## config.mk

```make
export PLATFORM = sky130hd
export DESIGN_NAME = term_writer
export DESIGN_NICKNAME = d
export VERILOG_FILES = /design/src/rtl/term_writer.sv
export SDC_FILE = /design/constraint.sdc
export NUM_CORES = 1
export LEC_CHECK = 0
export CAP_MARGIN = 20
export CORE_MARGIN = 5
export CORE_UTILIZATION = 58
export CTS_BUF_LIST = sky130_fd_sc_hd__clkbuf_16
export DETAILED_ROUTE_END_ITERATION = 8
export DONT_BUFFER_PORTS = 1
export PLACE_DENSITY = 0.82
export SLEW_MARGIN = 10
export SYNTH_ARGS = -nofsm -noshare
export SYNTH_HDL_FRONTEND = slang
export SYNTH_SLANG_ARGS = --single-unit
```

## constraint.sdc

```tcl
create_clock -name clk100 -period 4.2 [get_ports clk100]
set_input_delay 1.05 -clock clk100 [delete_from_list [all_inputs] [get_ports clk100]]
set_output_delay 1.05 -clock clk100 [all_outputs]
set_load 0.02 [all_outputs]
```

## src/rtl/term_writer.sv

```systemverilog
// Terminal front-end: turns a UART byte stream into character-cell writes
// and blit commands (clear / scroll) for vga_text_mode.
//
// Ports:
//   clk100, rst        clock, synchronous active-high reset
//   rx_valid/rx_data   incoming byte; rx_ready high only when idle
//   wr_en/addr/data    single-cycle cell write (data = glyph + 1, 0 = blank)
//   blit_en/start/end/offset  blit request; parameters held until next blit
//   blit_complete      done pulse from the display
//   cursor_addr        row*COLS+col of the cursor
module term_writer #(
    parameter int COLS = 80,
    parameter int ROWS = 25,
    parameter int TAB  = 8
) (
    input  logic        clk100,
    input  logic        rst,
    input  logic        rx_valid,
    input  logic [7:0]  rx_data,
    output logic        rx_ready,
    output logic        wr_en,
    output logic [10:0] wr_addr,
    output logic [7:0]  wr_data,
    output logic        blit_en,
    output logic [10:0] blit_start,
    output logic [10:0] blit_end,
    output logic [7:0]  blit_offset,
    input  logic        blit_complete,
    output logic [10:0] cursor_addr
);

    localparam logic [6:0]  LAST_COL = 7'(COLS - 1);
    localparam logic [4:0]  LAST_ROW = 5'(ROWS - 1);
    localparam logic [10:0] SCREEN   = 11'(COLS * ROWS);
    localparam logic [10:0] BODY     = 11'((ROWS - 1) * COLS);
    localparam logic [7:0]  ROW_OFS  = 8'(COLS);

    typedef enum logic [2:0] {
        CLR, CLR_WAIT, IDLE, WRITE,
        SCROLL, SCROLL_WAIT, ROWCLR, ROWCLR_WAIT
    } state_t;

    state_t      state, state_n;
    logic [6:0]  col, col_n;
    logic [4:0]  row, row_n;
    logic        latch;
    logic        go;
    logic [10:0] go_start, go_end;
    logic [7:0]  go_offset;
    logic [7:0]  tab_sum;
    logic [6:0]  tab_col;
    logic        printable;

    // Next tab stop, clamped to the last column.
    assign tab_sum   = {1'b0, col | 7'(TAB - 1)} + 8'd1;
    assign tab_col   = (tab_sum > {1'b0, LAST_COL}) ? LAST_COL : tab_sum[6:0];
    assign printable = (rx_data >= 8'h20) && (rx_data <= 8'h7E);

    assign rx_ready = (state == IDLE);
    assign wr_en    = (state == WRITE);

    always_comb begin
        state_n   = state;
        col_n     = col;
        row_n     = row;
        latch     = 1'b0;
        go        = 1'b0;
        go_start  = '0;
        go_end    = '0;
        go_offset = '0;
        unique case (state)
            CLR: begin
                col_n   = '0;
                row_n   = '0;
                go      = 1'b1;
                go_end  = SCREEN;
                state_n = CLR_WAIT;
            end
            CLR_WAIT: begin
                if (blit_complete) state_n = IDLE;
            end
            IDLE: begin
                if (rx_valid) begin
                    if (printable) begin
                        latch   = 1'b1;
                        state_n = WRITE;
                    end else if (rx_data == 8'h0A) begin
                        if (row < LAST_ROW) row_n = row + 5'd1;
                        else                state_n = SCROLL;
                    end else if (rx_data == 8'h0D) begin
                        col_n = '0;
                    end else if (rx_data == 8'h08) begin
                        if (col != 7'd0) col_n = col - 7'd1;
                    end else if (rx_data == 8'h09) begin
                        col_n = tab_col;
                    end else if (rx_data == 8'h0C) begin
                        state_n = CLR;
                    end
                end
            end
            WRITE: begin
                state_n = IDLE;
                if (col < LAST_COL) begin
                    col_n = col + 7'd1;
                end else begin
                    col_n = '0;
                    if (row < LAST_ROW) row_n = row + 5'd1;
                    else                state_n = SCROLL;
                end
            end
            SCROLL: begin
                go        = 1'b1;
                go_end    = BODY;
                go_offset = ROW_OFS;
                state_n   = SCROLL_WAIT;
            end
            SCROLL_WAIT: begin
                // Row-clear blit is issued on the edge that enters ROWCLR.
                if (blit_complete) begin
                    go       = 1'b1;
                    go_start = BODY;
                    go_end   = SCREEN;
                    state_n  = ROWCLR;
                end
            end
            ROWCLR: begin
                state_n = ROWCLR_WAIT;
            end
            ROWCLR_WAIT: begin
                if (blit_complete) state_n = IDLE;
            end
            default: state_n = CLR;
        endcase
    end

    always_ff @(posedge clk100) begin
        if (rst) begin
            state       <= CLR;
            col         <= '0;
            row         <= '0;
            cursor_addr <= '0;
            wr_addr     <= '0;
            wr_data     <= '0;
            blit_en     <= 1'b0;
            blit_start  <= '0;
            blit_end    <= '0;
            blit_offset <= '0;
        end else begin
            state       <= state_n;
            col         <= col_n;
            row         <= row_n;
            cursor_addr <= 11'(row_n) * 11'(COLS) + 11'(col_n);
            blit_en     <= go;
            if (go) begin
                blit_start  <= go_start;
                blit_end    <= go_end;
                blit_offset <= go_offset;
            end
            if (latch) begin
                wr_addr <= cursor_addr;
                wr_data <= rx_data + 8'd1;
            end
        end
    end

endmodule
```

; After elaboration in Yosys (flattened, before gate mapping)
; Cells that the tools add are included.
; Widths: inputs -> output; s select.
[word_totals]
latch_bits = 0
mem_bits_ro = 0
ramBits = 0
n_memories = 0
ff_bits = 76
[op_classes]
n_shift = 0
div_mod_pow = 0
n_mul = 1
n_bitwise = 0
magnitude_cmp = 5
n_reduce_logical = 6
add_sub_neg = 6
n_mux = 39
n_eq_ne = 20
[ops]
columns = cell, count
row1 = $mux 7, 10
row2 = $eq 8x4->1 const B, 5
row3 = $mux 3, 12
row4 = $mux 11, 3
row5 = $pmux 11 s3, 1
row6 = $mux 5, 5
row7 = $pmux 3 s7, 1
row8 = $pmux 7 s3, 1
row9 = $ne 4x4->1 const B, 4
row10 = $pmux 5 s3, 1
row11 = $eq 3x3->1 const B, 4
row12 = $add 11x7->11, 1
row13 = $add 7x1->8 const B, 1
row14 = $add 8x1->8 const B, 1
row15 = $ge 8x6->1 const B, 1
row16 = $gt 8x7->1 const B, 1
row17 = $le 8x7->1 const B, 1
row18 = $reduce_and 8->1, 1
row19 = $add 7x1->7 const B, 1
row20 = $lt 7x7->1 const B, 1
row21 = $mul 5x3->7 const B, 1
row22 = $reduce_bool 7->1, 1
row23 = $sub 7x1->7 const B, 1
row24 = $eq 3x2->1 const B, 2
row25 = other kinds (11), 16

; Logic depth before layout (Yosys ltp)
[logic_depth]
word_depth = 11
ltp_mapped = 19

; Worst setup path before layout
; No wires, ideal clock.
[synth_path]
kind = input to register
from = input rx_data[5]
to = register cursor_addr[10]
stages = 17
t_required_ns = 4.072
n_path_buf = 1
arrival_time_ns = 4.288
setup_slack_ns = -0.215
path_cell_list = nor4_4 -> buf_6 -> nand4_2 -> a211oi_2 -> o21ai_2 -> a22oi_2 -> inv_1 -> ha_1 -> ha_1 -> inv_1 -> fa_1 -> nor2b_1 -> o21ai_0 -> or3b_2 -> o21ai_0 -> xor2_1 -> nor2_1
[synth_via]
elab_cells_between_ends = 20
[synth_rtl]
columns = element, line
row1 = from (decl), 19  ; input logic [7:0] rx_data,
row2 = "$ge 8x6->1, or another cell as far along", 57  ; assign printable = (rx_data >= 8'h20) && (rx_data <= 8'h7E);
row3 = $logic_and 1x1->1 or $mux 5 (tied branches), "57, 87"
row4 = $mux 5 *, 84  ; if (printable) begin
row5 = $mux 5 *, 83  ; if (rx_valid) begin
row6 = $pmux 5 s3 *, 71  ; unique case (state)
row7 = named net row_n[1], 45  ; logic [4:0] row, row_n;
row8 = $mul 5x3->7 *, 152  ; cursor_addr <= 11'(row_n) * 11'(COLS) + 11'(col_n);
row9 = $add 11x7->11 *, 152
row10 = to (signal assigned), 152
row11 = to (decl), 29  ; output logic [10:0] cursor_addr
; The timed path passes the listed nets; every way through them passes the cells marked *.
; A chain may end at the register's enable or synchronous reset.

; Final worst setup path
; Ends and elaborated chain as after synthesis.

==> impl_results.md <==
* Fin Clk Skew at 0.00287 ns
* Vias in the first global route at between 2000 and 3000
* Die X at just under 90 µm
* Worst-path clk slew at 0.07 ns
* Post-layout nets at 457
* Final setup viols at 0
* Worst Min Path Start: cursor_addr[8]$_SDFF_PP0_
* First-pass GRT wire length at 13500 µm
* Worst reg-to-reg setup slack at 0.40 ns
* CP Max Fanout at 4
* Pins over their slew limit at 0
* Ant diodes at 0
* Gpl congestion at 0.963
* Register area share after synthesis at 27.1%
* WP data arrival at approximately 4.2 ns
* Min-delay worst type: reg2reg
* Fmax at 250 MHz
* Largest net degree at the start of global routing at 47
* Vias at 3095
* Post-CTS Setup Inserts at 0
* DR WL/cell at 17.0 µm
* Clk_lat worst skew at 0.29 ns
* Die Y at 86.5 µm
* Worst slew pin tran at 0.928 ns
* Port Buffer Count at 0
* IO Pins at 75
* Power per Cell Area at 398 nW/µm²
* Antenna Nets Post-Route at 0
* Syn_area_per_cell at 7.80 µm²
* Final Hold Viols at 0
* CTS sink count at 46
* Post-route DRC at 0
* Clock H-tree levels at 2
* Core Rows at 27
* CP required at 4.38 ns
* Gr usage total at 22.1%
* Synthesized area at 3390 µm²
* Max_cap viols at 0
* Leak at around 1.4 nW
* Post_cts resized at 0
* Detailed Route Iter0 Violations at 236
* Startpoint types: input port
* Pre-Repair DR Iteration Count at 5
* Critical path startpoint: rx_data[5]
* Peak supply drop at 339 µV
* Max transition margin at between 30% and 40%
* Clk buf depth at 2
* RSZ-0062 raised after global routing: false
* Core Box Area at ~5600 µm²
* Layout area overhead at 3.39%
* Yosys reg bits at 46
* WHS at 0.550 ns
* Grt ovf at 0
* Hold buffers post-CTS at 0
* Period utilisation layout at between 90% and 100%
* Die Area at 7480 µm²
* Distinct cell type count after synthesis at 64
* CTS tree: done
* Synth Flop Type: dfxtp_1
* Post-synthesis cell count at approximately 440
* Starting Density at 60.5%
* Status: completed
* FF-to-FF Start: state[0]$_SDFFE_PP0P_
* CTS Root Cell: clkbuf_16
* Async SR Flop Fraction at 0%
* Setup crit end kind: register
* Ratio of cells with drive above 1 in the final layout at between 10% and 20%
* HPWL Detailed at 6310 µm
* Synth warnings at 0
* Post-synth EDFFs at 0
* Kind of critical path: in2reg
* Core Util, Final at 62.6%
* CTS buffer count at 5
* Drt total wl at roughly 8400 µm
* Initial antenna violation count at 0
* Avg Vias per Cell at 6.25
* Shortest period the worst path allows at 4.00 ns
## per-layer routing
metal	track usage, %	routed length (µm)
met5	0	0
met2	35.5	3840
met3	5.89	887
met4	8.07	207
met1	28.5	3490
## through the flow
step | instances | worst slack [ns] | area, µm² | setup TNS (ns) | total power, W
2_1_floorplan | 452 | 0.0101 | 3490 | 0 | 0.000929
3_5_place_dp | 487 | -0.100 | 3360 | -0.100 | 0.000991
4_1_cts | 495 | 0.173 | 3510 | 0 | 0.00139
3_3_place_gp | 487 | 0.0760 | 3360 | 0 | 0.000984
5_1_grt | 495 | 0.0388 | 3510 | 0 | 0.00147
6_report | 495 | 0.199 | 3510 | 0 | 0.00140
## cell type report
type / instances / area, µm²
Clock buffer: 5 / 125
Sequential cell: 46 / 921
Timing Repair Buffer: 15 / 113
Inverter: 21 / 78.8
Multi-Input combinational cell: 333 / 2160
Fill cell: 493 / 2100
Tap cell: 72 / 90.1
Clock inverter: 3 / 23.8
## cell usage after synthesis, types with 3 or more instances
cell	number	share of area [%]
a221oi_1	4	1.0
o2111ai_1	5	1.3
and4_1	3	0.77
a31oi_1	6	1.1
ha_1	21	7.7
o21a_1	4	0.88
inv_1	21	2.3
a211oi_1	14	3.1
nor3_1	10	1.5
o21ai_1	3	0.44
nand4_1	4	0.74
buf_4	31	6.9
dfxtp_1	46	27
nand2_1	49	5.4
nand2b_1	5	0.92
and3_1	3	0.55
a21o_1	5	1.1
a21oi_1	32	4.7
clkbuf_1	11	1.2
xor2_1	8	2.1
and2_1	6	1.1
nor2b_1	10	1.8
o211ai_1	4	0.88
nor3b_1	4	0.88
nand3_1	13	1.9
o21ai_0	16	2.4
buf_2	9	1.3
nor2_1	40	4.4
## state kept, by name, indices dropped and copies added (netlist names), named ones only
| register | cells |
|---|---|
| wr_data | 8 |
| blit_offset | 1 |
| blit_start | 1 |
| row | 5 |
| state | 3 |
| blit_en | 1 |
| col | 3 |
| blit_end | 2 |
| wr_addr | 11 |
| cursor_addr | 7 |
## final timing paths
| kind | endpoint | cells after the start |
|---|---|---|
| max reg2reg | cursor_addr[10]$_SDFF_PP0_ | 16 |
| min reg2reg | wr_addr[8]$_SDFFE_PP0P_ | 2 |
| min | wr_addr[8]$_SDFFE_PP0P_ | 2 |
| max | cursor_addr[10]$_SDFF_PP0_ | 16 |
## placed cells by master, fill, tap and decap left out, types with 6 or more instances in the layout
cell,instances
conb_1,18
inv_1,20
nor3_1,10
nand3_1,13
dfxtp_1,46
a211oi_1,14
and2_1,6
a21oi_1,32
ha_1,20
buf_4,15
xor2_1,8
o21ai_0,14
nor2b_1,9
a31oi_1,6
nor2_1,40
nand2_1,49
## power breakdown
group          internal, W  switching [W]  total [W]
clock network     0.000223       0.000178   0.000400
registers         0.000469      0.0000936   0.000563
logic             0.000158       0.000275   0.000433
total             0.000850       0.000546    0.00140
## worst max-delay path: stages
cell	delay [ns]
nor4_4	0.35
nand4_4	0.16
o21a_1	0.24
nor2_2	0.16
a21oi_1	0.10
a31oi_1	0.25
ha_1	0.22
ha_2	0.19
inv_2	0.04
fa_1	0.49
nor2b_2	0.14
o21ai_1	0.11
or3b_4	0.39
o21ai_2	0.08
xor2_1	0.15
nor2_1	0.05
## kinds of logic (layout without fill, tap and decap cells)
group,count (synthesis),after routing,synth area share (%)
muxes,3,3,1.07
buffers and inverters,73,44,12.1
AOI/OAI and AO/OA,116,116,23.7
xor gates and xnor gates,10,10,2.58
other,1,18,0.110
and+or+nand+nor,163,163,24.5
DFF,46,46,27.1
adders and majority gates,23,23,8.92
Note: power is estimated with default switching activity, not from simulation.
